==> config.mk <==
export PLATFORM = sky130hd
export DESIGN_NAME = sa_skew_feeder
export DESIGN_NICKNAME = d
export VERILOG_FILES = /design/src/rtl/sa_skew_feeder.sv
export SDC_FILE = /design/constraint.sdc
export NUM_CORES = 1
export LEC_CHECK = 0
export CAP_MARGIN = 10
export CORE_MARGIN = 10
export CORE_UTILIZATION = 45
export CTS_CLUSTER_SIZE = 16
export DETAILED_ROUTE_END_ITERATION = 8
export PLACE_DENSITY = 0.76
export SETUP_SLACK_MARGIN = 0.02
export SLEW_MARGIN = 20
export SYNTH_ARGS = -nofsm -noshare
export SYNTH_HDL_FRONTEND = slang
export SYNTH_SLANG_ARGS = --single-unit
==> constraint.sdc <==
create_clock -name CLK -period 11.8 [get_ports CLK]
set_input_delay 2.36 -clock CLK [delete_from_list [all_inputs] [get_ports CLK]]
set_output_delay 2.36 -clock CLK [all_outputs]
set_load 0.01 [all_outputs]
==> src/rtl/sa_skew_feeder.sv <==
// sa_skew_feeder
// Feeds row (A) and column (B) operand vectors into the west and north edges
// of an N x N systolic array. Each lane is delayed by its index (counted in
// enable-steps) so that operands meet on the array diagonals. A tile runs
// through CLEAR (accumulator clear), STREAM (k_len accepted vectors),
// FLUSH (2N-1 zero-injection steps) and DONE (one-cycle done pulse).
//
// Ports
//   CLK, RST       clock (rising edge), asynchronous active-high reset
//   start, k_len   tile request and tile length (sampled when start is accepted)
//   in_valid       in_a/in_b carry a vector
//   in_ready       feeder accepts a vector this cycle (STREAM only)
//   in_a, in_b     operand vectors, lane i at bits [i*W +: W]
//   arr_a, arr_b   skewed operands to the array west / north edges
//   arr_en         array-wide enable (one enable-step per high cycle)
//   arr_clr        array accumulator clear
//   busy           high whenever a tile is in progress
//   done           one-cycle pulse once the array holds the final results
module sa_skew_feeder #(
  parameter int N = 4,
  parameter int W = 16
) (
  input  logic         CLK,
  input  logic         RST,
  input  logic         start,
  input  logic [7:0]   k_len,
  input  logic         in_valid,
  output logic         in_ready,
  input  logic [N*W-1:0] in_a,
  input  logic [N*W-1:0] in_b,
  output logic [N*W-1:0] arr_a,
  output logic [N*W-1:0] arr_b,
  output logic         arr_en,
  output logic         arr_clr,
  output logic         busy,
  output logic         done
);

  typedef enum logic [2:0] {
    IDLE   = 3'd0,
    CLEAR  = 3'd1,
    STREAM = 3'd2,
    FLUSH  = 3'd3,
    DONE   = 3'd4
  } state_t;

  // Last flush step index: the flush phase spans 2N-1 enable-steps, enough
  // for the last accepted vector to cross the far corner of the array.
  localparam logic [7:0] FLUSH_LAST = 8'(2 * N - 2);

  state_t       state;
  state_t       state_nx;
  logic [7:0]   k_reg;
  logic [7:0]   acc_cnt;
  logic [7:0]   flush_cnt;
  logic         accept;
  logic         lane_vis;
  logic [N*W-1:0] feed_a;
  logic [N*W-1:0] feed_b;

  always_ff @(posedge CLK or posedge RST) begin
    if (RST) begin
      state <= IDLE;
    end else begin
      state <= state_nx;
    end
  end

  // k_reg only loads on an accepted start, so a start seen while busy
  // cannot change the length of the running tile.
  always_ff @(posedge CLK or posedge RST) begin
    if (RST) begin
      k_reg     <= 8'd0;
      acc_cnt   <= 8'd0;
      flush_cnt <= 8'd0;
    end else begin
      if (state == IDLE && start && k_len != 8'd0) begin
        k_reg <= k_len;
      end
      if (state == CLEAR) begin
        acc_cnt <= 8'd0;
      end else if (accept) begin
        acc_cnt <= acc_cnt + 8'd1;
      end
      if (state == FLUSH) begin
        flush_cnt <= flush_cnt + 8'd1;
      end else begin
        flush_cnt <= 8'd0;
      end
    end
  end

  always_comb begin
    state_nx = state;
    in_ready = 1'b0;
    accept   = 1'b0;
    arr_en   = 1'b0;
    arr_clr  = 1'b0;
    done     = 1'b0;
    case (state)
      IDLE: begin
        if (start && k_len != 8'd0) begin
          state_nx = CLEAR;
        end
      end
      CLEAR: begin
        arr_clr  = 1'b1;
        state_nx = STREAM;
      end
      STREAM: begin
        in_ready = 1'b1;
        accept   = in_valid;
        arr_en   = in_valid;
        if (in_valid && acc_cnt == k_reg - 8'd1) begin
          state_nx = FLUSH;
        end
      end
      FLUSH: begin
        arr_en = 1'b1;
        if (flush_cnt == FLUSH_LAST) begin
          state_nx = DONE;
        end
      end
      DONE: begin
        done     = 1'b1;
        state_nx = IDLE;
      end
      default: begin
        state_nx = IDLE;
      end
    endcase
  end

  assign busy     = (state != IDLE);
  assign lane_vis = (state == STREAM) || (state == FLUSH);

  // Shift-chain input: the accepted vector in STREAM, zero otherwise.
  // In FLUSH accept is low, so zeros are injected on every lane.
  assign feed_a = accept ? in_a : '0;
  assign feed_b = accept ? in_b : '0;

  // Lane 0 has no delay.
  assign arr_a[W-1:0] = feed_a[W-1:0];
  assign arr_b[W-1:0] = feed_b[W-1:0];

  // Lane i owns i registers that advance only on enable-steps, so a stalled
  // STREAM cycle freezes the whole skew front together with the array.
  for (genvar i = 1; i < N; i++) begin : g_lane
    logic [W-1:0] sr_a [i];
    logic [W-1:0] sr_b [i];

    always_ff @(posedge CLK or posedge RST) begin
      if (RST) begin
        for (int j = 0; j < i; j++) begin
          sr_a[j] <= '0;
          sr_b[j] <= '0;
        end
      end else if (arr_en) begin
        sr_a[0] <= feed_a[i*W +: W];
        sr_b[0] <= feed_b[i*W +: W];
        for (int j = 1; j < i; j++) begin
          sr_a[j] <= sr_a[j-1];
          sr_b[j] <= sr_b[j-1];
        end
      end
    end

    assign arr_a[i*W +: W] = lane_vis ? sr_a[i-1] : '0;
    assign arr_b[i*W +: W] = lane_vis ? sr_b[i-1] : '0;
  end

endmodule

==> results of run 1 <==
==> routing by layer <==
metal / global-route usage (%) / vias up / part of all wire (%)
li1: - / 3464 / -
met1: 20.5 / 3406 / 41
met2: 28.6 / 184 / 50
met3: 4.91 / 35 / 7.1
met4: 4.43 / 0 / 2.1
met5: 0 / - / 0
==> worst max-delay path by stage <==
stage                   from    endpoint  slack, ns  depth (start not counted)
global placement    in_valid   arr_b[12]       4.69                          5
finish              in_valid   arr_b[11]       4.66                          5
detailed placement  in_valid   arr_b[11]       4.64                          5
CTS                 in_valid   arr_b[11]       4.64                          5
floorplan                RST  acc_cnt[0]       3.45                          1
global route        in_valid    arr_a[4]       4.52                          5
==> worst register-to-register path, delay by kind of cell, from the launching register on <==
family        cells  cell delay [ns]
mux               1             0.46
simple gates      3             1.17
buf+inv           1             0.78
flops             1             0.46
==> power by group <==
group          internal [mW]  leakage (nW)  total [mW]  switching [mW]
logic                  0.682          2.74        1.22           0.534
clock network          0.486         0.411       0.789           0.303
registers               1.08          2.73        1.26           0.176
==> stage by stage <==
step	setup slack (ns)	std cells
2_1_floorplan	3.45	938
5_1_grt	4.52	1449
3_3_place_gp	4.69	1404
4_1_cts	4.64	1449
3_5_place_dp	4.64	1404
6_report	4.66	1450
==> kinds of logic (layout without fill, tap and decap cells) <==
kind of cell             after synthesis  after routing  share of synthesized area (%)
flip-flops                           219            219                           55.3
multiplexers                         104            104                           11.8
other                                  0              1                              0
XOR/XNOR                              23             23                           2.03
buffers and inverters                 96            327                           5.64
AO/OA/AOI/OAI                        107            107                           5.73
AND/OR/NAND/NOR                      385            385                           19.0
adder cells (fa/ha/maj)                4              4                          0.505
==> layout make-up <==
cell class              count  area share (%)
clock inverters            12            1.11
well taps                 280            2.62
flip-flops and latches    219            41.0
diodes                      1          0.0187
repair buffers            278            20.8
clock buffers              33            5.28
multi-input cells         623            29.0
inverters                   4           0.168
==> cells in the mapped netlist (2+ instances only) <==
| master | n |
|---|---|
| nor4b_1 | 2 |
| mux2_2 | 75 |
| nand4_1 | 4 |
| nand2b_1 | 4 |
| dfrtp_1 | 219 |
| and3_1 | 3 |
| buf_6 | 6 |
| buf_4 | 32 |
| nor3_1 | 2 |
| buf_2 | 27 |
| nor2_1 | 22 |
| mux2_1 | 29 |
| a21oi_1 | 3 |
| ha_1 | 4 |
| nor4_1 | 2 |
| xnor2_1 | 9 |
| o21ai_0 | 96 |
| nand2_1 | 198 |
| inv_1 | 4 |
| clkbuf_1 | 27 |
| nor2b_1 | 2 |
| xor2_1 | 14 |
| o211ai_1 | 2 |
| nand3_1 | 9 |
| and2_1 | 128 |
==> flow_metrics.env, run 1 <==
export IMPL_outcome="complete, no violations"
export IMPL_cts_tree="done"
export IMPL_layout_min_cycle_time_ns=7.14
export IMPL_rsz0062_at_grt="false"
export IMPL_fp_dieH_microns=168
export IMPL_cts_buffer_depth=3
export IMPL_routed_wl_mm=24.6
export IMPL_ys_top_cells_by_area="dfrtp_1 55%, mux2_2 8.5%, and2_1 8.1%, nand2_1 7.5%, o21ai_0 4.8%"
export IMPL_final_cell_mix="272 x clkdlybuf4s50_1, 219 x dfrtp_1, 198 x nand2_1"
export IMPL_async_reset_ff_share_pct=100
export IMPL_core_area_sq_um=21800
export IMPL_worst_pin_slew_ns=0.892
export IMPL_fp_row_count=54
export IMPL_setup_viol=0
export IMPL_whs_path_depth=1
export IMPL_post_route_drc_count=0
export IMPL_p_leak_nw=5.88
export IMPL_ctsResizeCount=0
export IMPL_hold_end="g_lane[3].sr_a[10]"
export IMPL_clock_sinks=219
export IMPL_synth_top_cell_area_share_pct=55.3
export IMPL_drv_cap=0
export IMPL_cts_root_buf="clkbuf_16"
export IMPL_multi_input_area_sq_um=3880
export IMPL_hold_buffers=0
export IMPL_critPathRequiredTime_ns=9.44
export IMPL_vias=7089
export IMPL_initial_core_util_pct=45.5
export IMPL_critPathMaxFanout=194
export IMPL_r2r_slack_ns=8.83
export IMPL_clock_latency_ns=0.52
export IMPL_synthFlopType="dfrtp_1"
export IMPL_syn_num_nets=1082
export IMPL_critPathLaunchType="primary input"
export IMPL_ys_warn_count=0
export IMPL_p_total_mw=3.26
export IMPL_vias_per_cell=4.89
export IMPL_crit_type="primary input to output pin"
export IMPL_drive_gt1_share_pct=11.2
export IMPL_r2r_end="g_lane[3].sr_b[18]"
export IMPL_postSynthCellCount=938
export IMPL_placed_area_sq_um=12500
export IMPL_htreeDepth=1
export IMPL_antenna_found_initial=1
export IMPL_gp_congestion=0.786
export IMPL_wl_per_cell_microns=16.9
export IMPL_pwr_density_cell_nw_per_um2=244
export IMPL_max_stage_delay_ns=0.55
export IMPL_final_net_count=1295
export IMPL_max_freq_ghz=0.140
export IMPL_slowest_stage="clkdlybuf4s50_1"
export IMPL_peakVddDrop_uv=126
export IMPL_endpoint_kind="output pin"
export IMPL_regArea_sq_um=5480
export IMPL_ant_nets=0
export IMPL_mostFrequentLayoutCell="clkdlybuf4s50_1"
export IMPL_hpwl_mm=16.6
export IMPL_clock_skew_ns=0.0134
export IMPL_hold_viol=0
export IMPL_grt_pass1_wl_mm=39.9
export IMPL_arrival_ns=4.78
export IMPL_worstHoldStart="g_lane[3].sr_a[10]"
export IMPL_slew_violations=0
export IMPL_syn_area_per_cell_sq_um=10.6
export IMPL_post_route_cell_area_sq_um=13400
export IMPL_fin_setup_tns_ns=0
export IMPL_netlist_area_sq_um=9910
export IMPL_synth_seq_area_share_pct=55.3
export IMPL_path_delay_family="buffers and inverters"
export IMPL_critPathBufInv=3
export IMPL_drt_initial_drc_count=351
export IMPL_fin_util_pct=61.5
export IMPL_die_area_sq_um=28400
export IMPL_rr_worst_depth=5
export IMPL_largest_registers="g_lane.sr_a: 96 flops, g_lane.sr_b: 96 flops"
export IMPL_relSlewSlack_pct=40.6
export IMPL_yosys_register_bits=219
export IMPL_synth_edf_count=0
export IMPL_cp_cell_sequence="clkdlybuf4s50_1 -> and4bb_4 -> buf_12 -> and2_1 -> clkdlybuf4s50_1"
export IMPL_hold_path_class="flip-flop to flip-flop"
export IMPL_grt_pass1_vias=7328
export IMPL_post_cts_buffers=0
export IMPL_nFillCells=1826
export IMPL_synth_largest_area_cell="dfrtp_1"
export IMPL_ios=273
export IMPL_grt_overflow=0
export IMPL_holdWs_ns=0.476
export IMPL_cts_buffers=25
export IMPL_crit_path_frequent_cell="clkdlybuf4s50_1"
export IMPL_area_growth_pct=35.0
export IMPL_path_clk_slew_ns=0.06
export IMPL_die_w_microns=168
export IMPL_grt_max_degree=195
export IMPL_grtUsageTotal_pct=16.9
export IMPL_port_buffers=272
export IMPL_synth_cell_types=40
export IMPL_period_share_pct=60.5
export IMPL_firstDrtPassIters=4
export IMPL_reg2reg_from="state[1]"
No activity file was read; power rests on OpenSTA's default activity.
==> run 2: changes to the inputs <==
--- a/config.mk
+++ b/config.mk
@@ -7,10 +7,10 @@
 export LEC_CHECK = 0
 export CAP_MARGIN = 10
 export CORE_MARGIN = 10
-export CORE_UTILIZATION = 45
+export CORE_UTILIZATION = 44
 export CTS_CLUSTER_SIZE = 16
 export DETAILED_ROUTE_END_ITERATION = 8
-export PLACE_DENSITY = 0.76
+export PLACE_DENSITY = 0.77
 export SETUP_SLACK_MARGIN = 0.02
 export SLEW_MARGIN = 20
 export SYNTH_ARGS = -nofsm -noshare
==> constraint.sdc (replaced) <==
create_clock -name CLK -period 6 [get_ports CLK]
set_input_delay 1.2 -clock CLK [delete_from_list [all_inputs] [get_ports CLK]]
set_output_delay 1.2 -clock CLK [all_outputs]
set_load 0.01 [all_outputs]
==> flow_metrics.env, run 2 (same netlist as run 1, synthesis figures left out) <==
export IMPL_outcome="complete, no violations"
export IMPL_fin_ws_ns=1.34
export IMPL_p_total_mw=6.36
export IMPL_fp_dieH_microns=170
export IMPL_grt_pass1_wl_mm=39.9
export IMPL_dpl_worst_slack_ns=1.35
export IMPL_initial_core_util_pct=45.1
export IMPL_critPathMaxFanout=90
export IMPL_crit_path_frequent_cell="clkdlybuf4s50_1"
export IMPL_hold_buffers=0
export IMPL_vias=7120
export IMPL_drt_initial_drc_count=359
export IMPL_wl_per_cell_microns=17.0
export IMPL_endpoint_kind="output pin"
export IMPL_slowest_stage="and4bb_4"
export IMPL_area_growth_pct=34.6
export IMPL_grt_overflow=0
export IMPL_layout_min_cycle_time_ns=4.66
export IMPL_grt_pass1_vias=7409
export IMPL_antenna_found_initial=0
export IMPL_pwr_share_clk_pct=23.4
export IMPL_htreeDepth=1
export IMPL_post_cts_buffers=0
export IMPL_vias_per_cell=4.91
export IMPL_p_leak_nw=5.87
export IMPL_diodes=0
export IMPL_final_net_count=1296
export IMPL_worst_pin_slew_ns=0.945
export IMPL_gp_congestion=0.784
export IMPL_fin_setup_tns_ns=0
export IMPL_pwr_share_comb_pct=37.6
export IMPL_clock_latency_ns=0.51
export IMPL_die_area_sq_um=28900
export IMPL_critPathRequiredTime_ns=4.80
export IMPL_hold_viol=0
export IMPL_max_stage_delay_ns=0.87
export IMPL_slew_violations=0
export IMPL_firstDrtPassIters=6
export IMPL_cp_cell_sequence="clkdlybuf4s50_1 -> and4bb_4 -> and2_1 -> clkdlybuf4s50_1"
export IMPL_cts_buffer_depth=3
export IMPL_grtUsageTotal_pct=16.7
export IMPL_ios=273
export IMPL_clock_sinks=219
export IMPL_final_cell_mix="272 x clkdlybuf4s50_1, 219 x dfrtp_1, 198 x nand2_1"
export IMPL_ant_nets=0
export IMPL_setup_viol=0
export IMPL_rsz0062_at_grt="false"
export IMPL_drv_cap=0
export IMPL_cts_buffers=24
export IMPL_max_freq_ghz=0.215
export IMPL_cts_tree="done"
export IMPL_routed_wl_mm=24.7
export IMPL_crit_type="primary input to output pin"
export IMPL_arrival_ns=3.46
export IMPL_core_area_sq_um=22000
export IMPL_relSlewSlack_pct=37.0
export IMPL_critPathLaunchType="primary input"
export IMPL_port_buffers=272
export IMPL_peakVddDrop_uv=315
export IMPL_drive_gt1_share_pct=10.9
export IMPL_ctsResizeCount=0
export IMPL_period_share_pct=77.6
export IMPL_path_clk_slew_ns=0.06
export IMPL_clock_skew_ns=0.00973
export IMPL_pwr_density_cell_nw_per_um2=477
export IMPL_hpwl_mm=16.9
export IMPL_p_switching_mw=1.98
export IMPL_cts_root_buf="clkbuf_16"
export IMPL_largest_registers="g_lane.sr_a: 96 flops, g_lane.sr_b: 96 flops"
export IMPL_hold_path_class="flip-flop to flip-flop"
export IMPL_die_w_microns=170
export IMPL_intPower_mw=4.38
export IMPL_swShare_pct=31.1
export IMPL_mostFrequentLayoutCell="clkdlybuf4s50_1"
export IMPL_fp_row_count=54
export IMPL_grt_max_degree=129
export IMPL_post_route_drc_count=0
export IMPL_seq_power_share_pct=39.0
==> run 2: changes by cell type in the layout (fill, tap and decap cells not counted), sizes merged <==
cell      delta
diode        -1
clkinvlp     -2
buf          +2
clkbuf       +3
inv          -2
bufinv       -1
==> run 2: per-layer routing <==
metal | up-vias | track usage, % | share of wire (%)
li1 | 3468 | - | -
met1 | 3447 | 20.3 | 42
met2 | 171 | 28.5 | 49
met3 | 34 | 4.86 | 6.7
met4 | 0 | 4.16 | 2.1
met5 | - | 0 | 0
==> run 2: final timing paths <==
check / start / to / slack, ns / depth (start not counted)
setup / recovery: in_valid / arr_b[14] / 1.34 / 4
hold / removal: g_lane[3].sr_a[8] / g_lane[3].sr_a[8] / 0.48 / 1
setup reg to reg: state[1] / g_lane[3].sr_b[5] / 3.00 / 5
hold reg to reg: g_lane[3].sr_a[8] / g_lane[3].sr_a[8] / 0.48 / 1
max in group asynchronous: RST / k_reg[0] / 3.61 / 3
min in group asynchronous: RST / g_lane[3].sr_b[31] / 1.21 / 2
==> run 2: final cells by class <==
type	count	area, sq um
Tap cell	280	350
Inverter	4	18.8
Timing Repair Buffer	280	2800
Multi-Input combinational cell	623	3880
Fill cell	1780	8620
Clock buffer	36	717
Sequential cell	219	5480
Clock inverter	7	91.3
==> run 2: critical path, delay by kind of cell <==
kind          cells  cell delay [ns]
simple gates      2             1.12
buf+inv           2             1.07
==> run 2: through the flow <==
stage	hold WS [ns]	utilization (%)	cells	area, sq um
floorplan	0.449	-	938	9910
global placement	0.459	57.1	1406	12500
detailed placement	0.468	57.1	1406	12500
CTS	0.481	60.7	1449	13300
global route	0.497	60.7	1449	13300
finish	0.477	60.7	1449	13300
==> run 2: power by group through the flow <==
stage	clock network, mW	registers (mW)	logic, mW
2_1_floorplan	0	2.38	1.47
3_3_place_gp	0	2.47	2.38
3_5_place_dp	0	2.51	2.43
4_1_cts	1.52	2.48	2.45
5_1_grt	1.59	2.57	2.64
6_report	1.49	2.48	2.39
